## src/rtl/split_sum_acc.sv

```systemverilog
// split_sum_acc: accumulates N split 24-bit samples {a,b} per block with sticky overflow.
// Define SPLIT_SUM_SAT_EN to saturate the accumulator on overflow instead of wrapping.
module split_sum_acc #(
    parameter int N = 4
) (
    input  logic        clk,
    input  logic        reset,
    input  logic        in_valid,
    output logic        in_ready,
    input  logic [11:0] a,
    input  logic [11:0] b,
    output logic        out_valid,
    input  logic        out_ready,
    output logic [11:0] acc_hi,
    output logic [11:0] acc_lo,
    output logic        overflow
);
    localparam logic ACCUM = 1'b0;
    localparam logic DONE  = 1'b1;

    logic        r_state;
    logic [7:0]  r_count;
    logic [23:0] r_acc;
    logic        r_ovf;
    logic [24:0] w_sum;
    logic [23:0] w_acc_nxt;
    logic        w_in_hs;
    logic        w_out_hs;
    logic        w_last;

    assign w_sum = {1'b0, r_acc} + {1'b0, a, b};
`ifdef SPLIT_SUM_SAT_EN
    assign w_acc_nxt = w_sum[24] ? 24'hFFFFFF : w_sum[23:0];
`else
    assign w_acc_nxt = w_sum[23:0];
`endif
    assign w_in_hs  = in_valid && r_state == ACCUM;
    assign w_out_hs = out_ready && r_state == DONE;
    assign w_last   = r_count == 8'(N - 1);

    always_ff @(posedge clk) begin
        if (reset) begin
            r_state <= ACCUM;
            r_count <= '0;
            r_acc   <= '0;
            r_ovf   <= 1'b0;
        end else if (w_out_hs) begin
            r_state <= ACCUM;
            r_count <= '0;
            r_acc   <= '0;
            r_ovf   <= 1'b0;
        end else if (w_in_hs) begin
            r_acc   <= w_acc_nxt;
            r_count <= r_count + 8'd1;
            r_ovf   <= r_ovf | w_sum[24];
            r_state <= w_last ? DONE : ACCUM;
        end
    end

    assign in_ready  = r_state == ACCUM;
    assign out_valid = r_state == DONE;
    assign acc_hi    = r_acc[23:12];
    assign acc_lo    = r_acc[11:0];
    assign overflow  = r_ovf;
endmodule

```

## config.mk

```make
export PLATFORM = sky130hd
export DESIGN_NAME = split_sum_acc
export DESIGN_NICKNAME = d
export VERILOG_FILES = /design/src/rtl/split_sum_acc.sv
export SDC_FILE = /design/constraint.sdc
export NUM_CORES = 1
export LEC_CHECK = 0
export ABC_CLOCK_PERIOD_IN_PS = 3000
export CORE_ASPECT_RATIO = 1.2
export CORE_MARGIN = 8
export CORE_UTILIZATION = 50
export CTS_BUF_LIST = sky130_fd_sc_hd__clkbuf_4 sky130_fd_sc_hd__clkbuf_8
export CTS_CLUSTER_SIZE = 8
export DETAILED_ROUTE_END_ITERATION = 7
export DONT_BUFFER_PORTS = 1
export GPL_TIMING_DRIVEN = 0
export PLACE_DENSITY = 0.76
export SETUP_SLACK_MARGIN = 0.02
export SLEW_MARGIN = 20
export SYNTH_ARGS = -nofsm -noshare
export SYNTH_HDL_FRONTEND = slang
export SYNTH_SLANG_ARGS = --single-unit
```

## constraint.sdc

```tcl
create_clock -name clk -period 3 [get_ports clk]
set_input_delay 0 -clock clk [delete_from_list [all_inputs] [get_ports clk]]
set_output_delay 0 -clock clk [all_outputs]
set_load 0.02 [all_outputs]
```

==> impl_metrics.xml, run 1 <==
<?xml version="1.0" encoding="UTF-8"?>
<metrics>
  <group name="outcome">
    <metric name="status" unit="">completed</metric>
  </group>
  <group name="layout">
    <metric name="drive_gt1_share" unit="%">9.68</metric>
    <metric name="layout.core_utilization" unit="%">54.3</metric>
    <metric name="area_used_by_multi_input_combinational_logic" unit="µm²">1820</metric>
    <metric name="fillers" unit="">491</metric>
    <metric name="area_delta_synth_final" unit="%">7.40</metric>
    <metric name="seqCellArea" unit="µm²">681</metric>
    <metric name="fin_nets" unit="">394</metric>
    <metric name="n_antenna_cell" unit="">0</metric>
  </group>
  <group name="pwr">
    <metric name="part_of_the_total_power_dissipated_in_combinational_logic" unit="%">37.3</metric>
    <metric name="clock_power_share" unit="%">23.5</metric>
    <metric name="seqPwrFrac" unit="%">39.2</metric>
    <metric name="swShare" unit="%">41.0</metric>
    <metric name="power_switching" unit="µW">643</metric>
    <metric name="power_report.internal_total" unit="µW">925</metric>
    <metric name="powerDensity" unit="nW/µm²">560</metric>
    <metric name="power_leakage" unit="nW">1.13</metric>
    <metric name="vdd_ir_drop_max" unit="mV">0.314</metric>
  </group>
  <group name="setup_path">
    <metric name="required" unit="ps">3180</metric>
    <metric name="timing.critical_path.to_type" unit="">register</metric>
    <metric name="critical_path.slowest_cell" unit="">fa_1</metric>
    <metric name="critical_path.cell_chain" unit="">ha_1 &gt; fa_1 &gt; a21oi_1 &gt; nor2_1 &gt; nor2_2 &gt; o21ai_2 &gt; a21oi_2 &gt; nor3_1 &gt; or3b_1</metric>
    <metric name="critical_path_buf_inv_count" unit="">0</metric>
    <metric name="timing.setup.critical_path_class" unit="">register to register</metric>
    <metric name="crit_arrival" unit="ps">2710</metric>
    <metric name="critical-path-max-stage-delay" unit="ps">420</metric>
    <metric name="cp-start-kind" unit="">register</metric>
    <metric name="cp_top_family" unit="">simple AND/OR/NAND/NOR gates</metric>
    <metric name="crit_path_max_fanout" unit="">4</metric>
  </group>
  <group name="clock_tree">
    <metric name="clock_insertion_delay_worst_skew" unit="ps">290</metric>
    <metric name="clockRootBuffer" unit="">clkbuf_8</metric>
    <metric name="clock_sinks" unit="">34</metric>
    <metric name="cts_post_setup_buffers_inserted" unit="">0</metric>
    <metric name="tritoncts" unit="">done</metric>
    <metric name="clock_slew_at_the_register_clock_pins_of_the_worst_setup_and_hold_paths" unit="ps">70</metric>
    <metric name="cts.hold.buffers_added" unit="">2</metric>
    <metric name="postCtsResizedCells" unit="">0</metric>
    <metric name="clock_tree.buffer_depth" unit="">2</metric>
    <metric name="cts_inserted_buffers" unit="">5</metric>
    <metric name="cts.htree.levels" unit="">2</metric>
  </group>
  <group name="route">
    <metric name="initialDrtViolationCount" unit="">185</metric>
    <metric name="viasPerCell" unit="">5.91</metric>
    <metric name="wirelength" unit="µm">6670</metric>
    <metric name="routedWlPerCell" unit="µm">16.6</metric>
    <metric name="drt_pre_antenna_iters" unit="">5</metric>
    <metric name="via_count" unit="">2383</metric>
    <metric name="count_of_antenna_violating_nets_left_after_detailed_routing" unit="">0</metric>
    <metric name="post_detailed_route_drc_marker_count" unit="">0</metric>
  </group>
  <group name="floorplanning">
    <metric name="floorplan.die.width" unit="µm">81.9</metric>
    <metric name="ioPinCount" unit="">55</metric>
    <metric name="fp.dieArea" unit="µm²">7790</metric>
    <metric name="die_height" unit="µm">95.1</metric>
    <metric name="number_of_placement_rows" unit="">29</metric>
    <metric name="fp.coreArea" unit="µm²">5150</metric>
    <metric name="initial_utilization" unit="%">50.6</metric>
  </group>
  <group name="synth">
    <metric name="asyncSetResetFlopFracSynth" unit="%">0</metric>
    <metric name="synth_enable_flop_cells" unit="">0</metric>
    <metric name="synth.ff_latch_count" unit="">34</metric>
    <metric name="synthesis.yosys.warnings" unit="">0</metric>
    <metric name="synth_seq_area_share" unit="%">26.1</metric>
    <metric name="syn_area_per_cell" unit="µm²">7.87</metric>
    <metric name="leading_cell_type_by_number_of_instances_after_synthesis" unit="">nand2_1</metric>
    <metric name="synthesis.nets" unit="">385</metric>
    <metric name="cell_area_after_synthesis" unit="µm²">2600</metric>
    <metric name="netlist.area_leader.share" unit="%">26.1</metric>
    <metric name="syn-instance-count" unit="">331</metric>
    <metric name="synthDistinctLibCells" unit="">55</metric>
    <metric name="synth.area.top_cells" unit="">dfxtp_1 26%, ha_1 12%, nand2_1 7.1%</metric>
    <metric name="synthDominantAreaCellType" unit="">dfxtp_1</metric>
    <metric name="synth_commonest_cells" unit="">49 x nand2_1, 34 x dfxtp_1, 32 x a21oi_1, 25 x ha_1, 25 x nor2_1</metric>
    <metric name="postSynth.topFlopCell" unit="">dfxtp_1</metric>
  </group>
  <group name="place">
    <metric name="port-buffer-count" unit="">0</metric>
    <metric name="gp_routability_congestion" unit="">0.866</metric>
    <metric name="detailed_place_hpwl" unit="µm">5180</metric>
  </group>
  <group name="timing">
    <metric name="worst_pin_slew" unit="ps">583</metric>
    <metric name="rsz0062_at_grt" unit="">no</metric>
    <metric name="max_freq" unit="GHz">0.395</metric>
    <metric name="final_period_minus_worst_setup_slack" unit="ps">2530</metric>
    <metric name="period_share" unit="%">84.5</metric>
    <metric name="worst_hold_check_slack" unit="ps">41.7</metric>
    <metric name="tns" unit="ps">0</metric>
    <metric name="report.final.setup_viol" unit="">0</metric>
    <metric name="maxSlewHeadroom" unit="%">61.2</metric>
    <metric name="report.final.hold_viol_count" unit="">0</metric>
    <metric name="skew" unit="ps">7.57</metric>
    <metric name="slew_violations" unit="">0</metric>
  </group>
  <group name="global_route">
    <metric name="grt_overflow_total" unit="">0</metric>
    <metric name="maximum_number_of_pins_on_one_net_before_global_route_repair" unit="">12</metric>
    <metric name="first_pass_grt_wire_length" unit="µm">10700</metric>
    <metric name="number_of_global_route_vias_before_repair" unit="">2336</metric>
    <metric name="grt_usage" unit="%">17.4</metric>
    <metric name="antenna_found_initial" unit="">0</metric>
  </group>
  <group name="run">
    <metric name="timing.max_cap.violations" unit="">0</metric>
  </group>
  <group name="worst_hold_path">
    <metric name="timing.hold.worst.class" unit="">input pin to register</metric>
  </group>
</metrics>
==> cell type report <==
cell class / count / share of cell area, %
Multi-Input combinational cell: 274 / 65.1
Sequential cell: 34 / 24.3
Clock buffer: 6 / 2.95
Buffer: 17 / 2.86
Tap cell: 62 / 2.77
Inverter: 6 / 0.805
Timing Repair Buffer: 2 / 0.716
Clock inverter: 2 / 0.447
==> logic make-up after synthesis <==
kind of cell	count (synthesis)	synth area share [%]
AND/OR/NAND/NOR	129	24.1
AO/OA/AOI/OAI	98	25.9
flip-flops	34	26.1
adder cells (fa/ha/maj)	26	12.8
buffers and inverters	23	3.94
XOR/XNOR	20	6.72
multiplexers	1	0.432
==> cells in the final DEF, fill, tap and decap left out, types with 3 or more instances in the layout <==
cell,Yosys,final
and3_1,4,4
o21ai_0,11,11
clkbuf_8,0,6
nand2_1,49,49
nor2b_1,4,4
buf_2,7,7
a31oi_1,4,4
or3_1,5,5
nand4_1,12,12
o21ai_1,11,11
xnor2_1,12,12
a21oi_1,32,32
xor2_1,8,8
dfxtp_1,34,34
o211ai_1,5,5
a21o_1,10,10
ha_1,25,25
nor2_1,25,25
nand3_1,15,15
inv_1,6,6
clkbuf_1,7,7
o21a_1,3,3
==> power by group through the flow <==
stage / Combinational (mW) / Clock (mW) / Sequential (mW)
finish: 0.585 / 0.369 / 0.615
CTS: 0.581 / 0.376 / 0.618
floorplan: 0.476 / 0 / 0.610
global route: 0.657 / 0.388 / 0.625
global placement: 0.562 / 0 / 0.628
detailed placement: 0.575 / 0 / 0.629
==> metrics by stage <==
| stage | area, µm² | std cells | worst slack [ps] | total power [mW] |
|---|---|---|---|---|
| after detailed placement | 2680 | 393 | 532 | 1.20 |
| after global routing | 2800 | 403 | 363 | 1.67 |
| after global placement | 2680 | 393 | 519 | 1.19 |
| after CTS | 2800 | 403 | 496 | 1.57 |
| after floorplan | 2610 | 331 | 776 | 1.09 |
| final | 2800 | 403 | 465 | 1.57 |
==> final timing paths <==
| kind | depth (start not counted) | end | startpoint | slack, ps |
|---|---|---|---|---|
| worst max-delay path | 9 | r_acc[20] | r_acc[0] | 470 |
| worst min-delay path | 3 | r_acc[1] | b[1] | 40 |
| worst max register to register | 9 | r_acc[20] | r_acc[0] | 470 |
| worst min register to register | 2 | r_count[1] | r_count[1] | 480 |
==> metal layers <==
metal | vias to the layer above | wire length, µm | GRT usage [%]
met1 | 1087 | 2700 | 19.2
met2 | 67 | 3330 | 30.6
met4 | 0 | 72 | 5.43
li1 | 1223 | - | -
met3 | 6 | 568 | 5.57
met5 | - | 0 | 0
==> worst min-delay path, stage by stage <==
cell and delay, ps:
fa_1 140, nand2_1 50, a21oi_1 100
==> sequential cells by signal, summed over array words and instances, names as in the netlist <==
| register | flops |
|---|---|
| r_count | 8 |
| overflow | 1 |
| out_valid | 1 |
| r_acc | 24 |
Power figures use the tool's default switching activity.
==> run 2: changes to the inputs <==
ABC_CLOCK_PERIOD_IN_PS = 2029   (was 3000)
PLACE_DENSITY = 0.79   (was 0.76)
clock period = 2.03 ns   (was 3 ns; I/O delays follow)
==> run 2 against run 1 <==
The flow now finishes with violations (setup timing). Sequential power grew 54%. Final area rose by 28%. Flip-flop and latch count stayed put. Via count up 13%. Setup slack worse by 690 ps. Critical endpoint unchanged.
==> impl_metrics.xml, run 2 (same netlist as run 1, synthesis figures left out) <==
<?xml version="1.0" encoding="UTF-8"?>
<metrics>
  <group name="layout">
    <metric name="layout.core_utilization" unit="%">69.8</metric>
    <metric name="largest_registers" unit="">r_acc: 24 flops, r_count: 8 flops</metric>
    <metric name="area_delta_synth_final" unit="%">38.0</metric>
    <metric name="drive_gt1_share" unit="%">36.4</metric>
    <metric name="fillers" unit="">390</metric>
    <metric name="largest_reg_flops" unit="">24</metric>
    <metric name="max_flop_register" unit="">r_acc</metric>
    <metric name="final_cell_mix" unit="">45 x nand2_1, 26 x buf_4, 24 x nor2_1, 21 x a21oi_1, 16 x ha_4</metric>
    <metric name="n_antenna_cell" unit="">0</metric>
    <metric name="stdcell_area" unit="µm²">3590</metric>
    <metric name="mostFrequentLayoutCell" unit="">nand2_1</metric>
    <metric name="fin_nets" unit="">422</metric>
    <metric name="instances_no_fill" unit="">430</metric>
  </group>
  <group name="timing">
    <metric name="max_freq" unit="GHz">0.444</metric>
    <metric name="rsz0062_at_grt" unit="">yes</metric>
    <metric name="final_period_minus_worst_setup_slack" unit="ps">2250</metric>
    <metric name="report.final.setup_viol" unit="">11</metric>
    <metric name="period_share" unit="%">111</metric>
    <metric name="slew_violations" unit="">0</metric>
    <metric name="skew" unit="ps">11.0</metric>
    <metric name="report.final.hold_viol_count" unit="">0</metric>
    <metric name="maxSlewHeadroom" unit="%">56.9</metric>
    <metric name="worst_slack" unit="ps">-222</metric>
    <metric name="worst_pin_slew" unit="ps">646</metric>
    <metric name="tns" unit="ps">-924</metric>
  </group>
  <group name="setup_path">
    <metric name="critical_path.cell_chain" unit="">ha_4 &gt; buf_6 &gt; a21o_1 &gt; a31o_1 &gt; a221oi_2 &gt; buf_4 &gt; and4_1 &gt; o21ai_1 &gt; or3b_1</metric>
    <metric name="timing.critical_path.to_type" unit="">register</metric>
    <metric name="critical_path_buf_inv_count" unit="">2</metric>
    <metric name="cp_top_family" unit="">compound AO/OA/AOI/OAI gates</metric>
    <metric name="critical_path.slowest_cell" unit="">dfxtp_4</metric>
    <metric name="crit_path_max_fanout" unit="">9</metric>
    <metric name="reg2reg_setup_slack" unit="ps">-220</metric>
    <metric name="timing.setup.critical_path_class" unit="">register to register</metric>
    <metric name="critical-path-max-stage-delay" unit="ps">410</metric>
    <metric name="crit_arrival" unit="ps">2490</metric>
    <metric name="cp-start-kind" unit="">register</metric>
    <metric name="required" unit="ps">2270</metric>
  </group>
  <group name="clock_tree">
    <metric name="cts.htree.levels" unit="">2</metric>
    <metric name="clock_slew_at_the_register_clock_pins_of_the_worst_setup_and_hold_paths" unit="ps">80</metric>
    <metric name="cts_inserted_buffers" unit="">5</metric>
    <metric name="clockRootBuffer" unit="">clkbuf_8</metric>
    <metric name="tritoncts" unit="">done</metric>
    <metric name="clock_insertion_delay_worst_skew" unit="ps">300</metric>
    <metric name="clock_sinks" unit="">34</metric>
    <metric name="clock_tree.buffer_depth" unit="">2</metric>
  </group>
  <group name="floorplanning">
    <metric name="fp.coreArea" unit="µm²">5150</metric>
    <metric name="floorplan.die.width" unit="µm">81.9</metric>
    <metric name="number_of_placement_rows" unit="">29</metric>
    <metric name="initial_utilization" unit="%">50.6</metric>
    <metric name="die_height" unit="µm">95.1</metric>
    <metric name="fp.dieArea" unit="µm²">7790</metric>
    <metric name="ioPinCount" unit="">55</metric>
  </group>
  <group name="place">
    <metric name="place.detailed.instances" unit="">393</metric>
    <metric name="detailed_place_hpwl" unit="µm">5360</metric>
    <metric name="gp_routability_congestion" unit="">0.903</metric>
    <metric name="port-buffer-count" unit="">0</metric>
    <metric name="place_area" unit="µm²">2700</metric>
  </group>
  <group name="outcome">
    <metric name="status" unit="">finished with violations</metric>
    <metric name="failing_checks" unit="">setup timing</metric>
  </group>
  <group name="route">
    <metric name="routedWlPerCell" unit="µm">19.8</metric>
    <metric name="post_detailed_route_drc_marker_count" unit="">0</metric>
    <metric name="wirelength" unit="µm">8500</metric>
    <metric name="drt_pre_antenna_iters" unit="">4</metric>
    <metric name="via_count" unit="">2697</metric>
    <metric name="initialDrtViolationCount" unit="">159</metric>
    <metric name="count_of_antenna_violating_nets_left_after_detailed_routing" unit="">0</metric>
    <metric name="viasPerCell" unit="">6.27</metric>
  </group>
  <group name="pwr">
    <metric name="powerDensity" unit="nW/µm²">813</metric>
    <metric name="power_leakage" unit="nW">1.34</metric>
    <metric name="vdd_ir_drop_max" unit="mV">0.504</metric>
  </group>
  <group name="global_route">
    <metric name="number_of_global_route_vias_before_repair" unit="">2672</metric>
    <metric name="first_pass_grt_wire_length" unit="µm">12800</metric>
    <metric name="grt_usage" unit="%">21.0</metric>
    <metric name="maximum_number_of_pins_on_one_net_before_global_route_repair" unit="">11</metric>
    <metric name="grt_overflow_total" unit="">0</metric>
    <metric name="antenna_found_initial" unit="">0</metric>
  </group>
  <group name="run">
    <metric name="timing.max_cap.violations" unit="">0</metric>
  </group>
  <group name="worst_hold_path">
    <metric name="timing.hold.worst.class" unit="">input pin to register</metric>
  </group>
</metrics>
-- run 2: cell types whose count changed in the layout (fill, tap and decap cells not counted), sizes merged --
cell,change
clkinvlp,-1
bufinv,+1
buf,+29
clkinv,-1
clkbuf,-1
-- run 2: per-stage QoR --
step                power, mW  setup slack (ps)  hold WS, ps
detailed placement       1.79              -334          180
floorplan                1.61             -34.0          168
CTS                      2.74              -122         49.4
global route             3.06              -288         96.0
finish                   2.92              -222         55.4
global placement         1.76              -281          182
-- run 2: routing by layer --
metal  vias to the layer above  wire (µm)  part of all wire (%)  GRT usage [%]
met5                         -          0                     0              0
met4                         0        268                   3.2           9.24
met3                        26        688                   8.1           6.32
met2                       106       4430                    52           38.1
met1                      1288       3120                    37           21.5
li1                       1277          -                     -              -
-- run 2: final cells by class --
cell class              count  area [µm²]  area share, %
multi-input cells         274        2280           63.5
flip-flops and latches     34         732           20.4
repair buffers             31         256           7.14
plain buffers              16         113           3.13
clock buffers               6        82.6           2.30
well taps                  62        77.6           2.16
clock inverters             1        30.0          0.835
inverters                   6        22.5          0.627
-- run 2: what timing repair did --
item	in CTS	in global routing
resized for setup	80	40
pin swaps	24	26
setup buffers	23	6
endpoints found under the setup margin	21	21
hold buffers	2	0
endpoints found under the hold margin	2	0
-- run 2: path summary, 6_finish.rpt --
path                    from    endpoint  cells past startpoint
setup / recovery   r_acc[13]   r_acc[20]                      9
hold / removal          b[3]    r_acc[3]                      4
setup reg to reg   r_acc[13]   r_acc[20]                      9
hold reg to reg   r_count[7]  r_count[7]                      2
-- run 2: worst min-delay path: cells and delay by family --
| family | cells | cell delay (ps) |
|---|---|---|
| AO/OA/AOI/OAI | 1 | 60 |
| XOR/XNOR | 1 | 70 |
| adder cells (fa/ha/maj) | 1 | 130 |
| AND/OR/NAND/NOR | 1 | 60 |
-- run 2: report_power, final --
group	total, mW	leakage (nW)	switching, mW	internal (mW)
Clock	0.681	0.0573	0.288	0.393
Combinational	1.29	0.990	0.685	0.607
Sequential	0.948	0.289	0.186	0.761
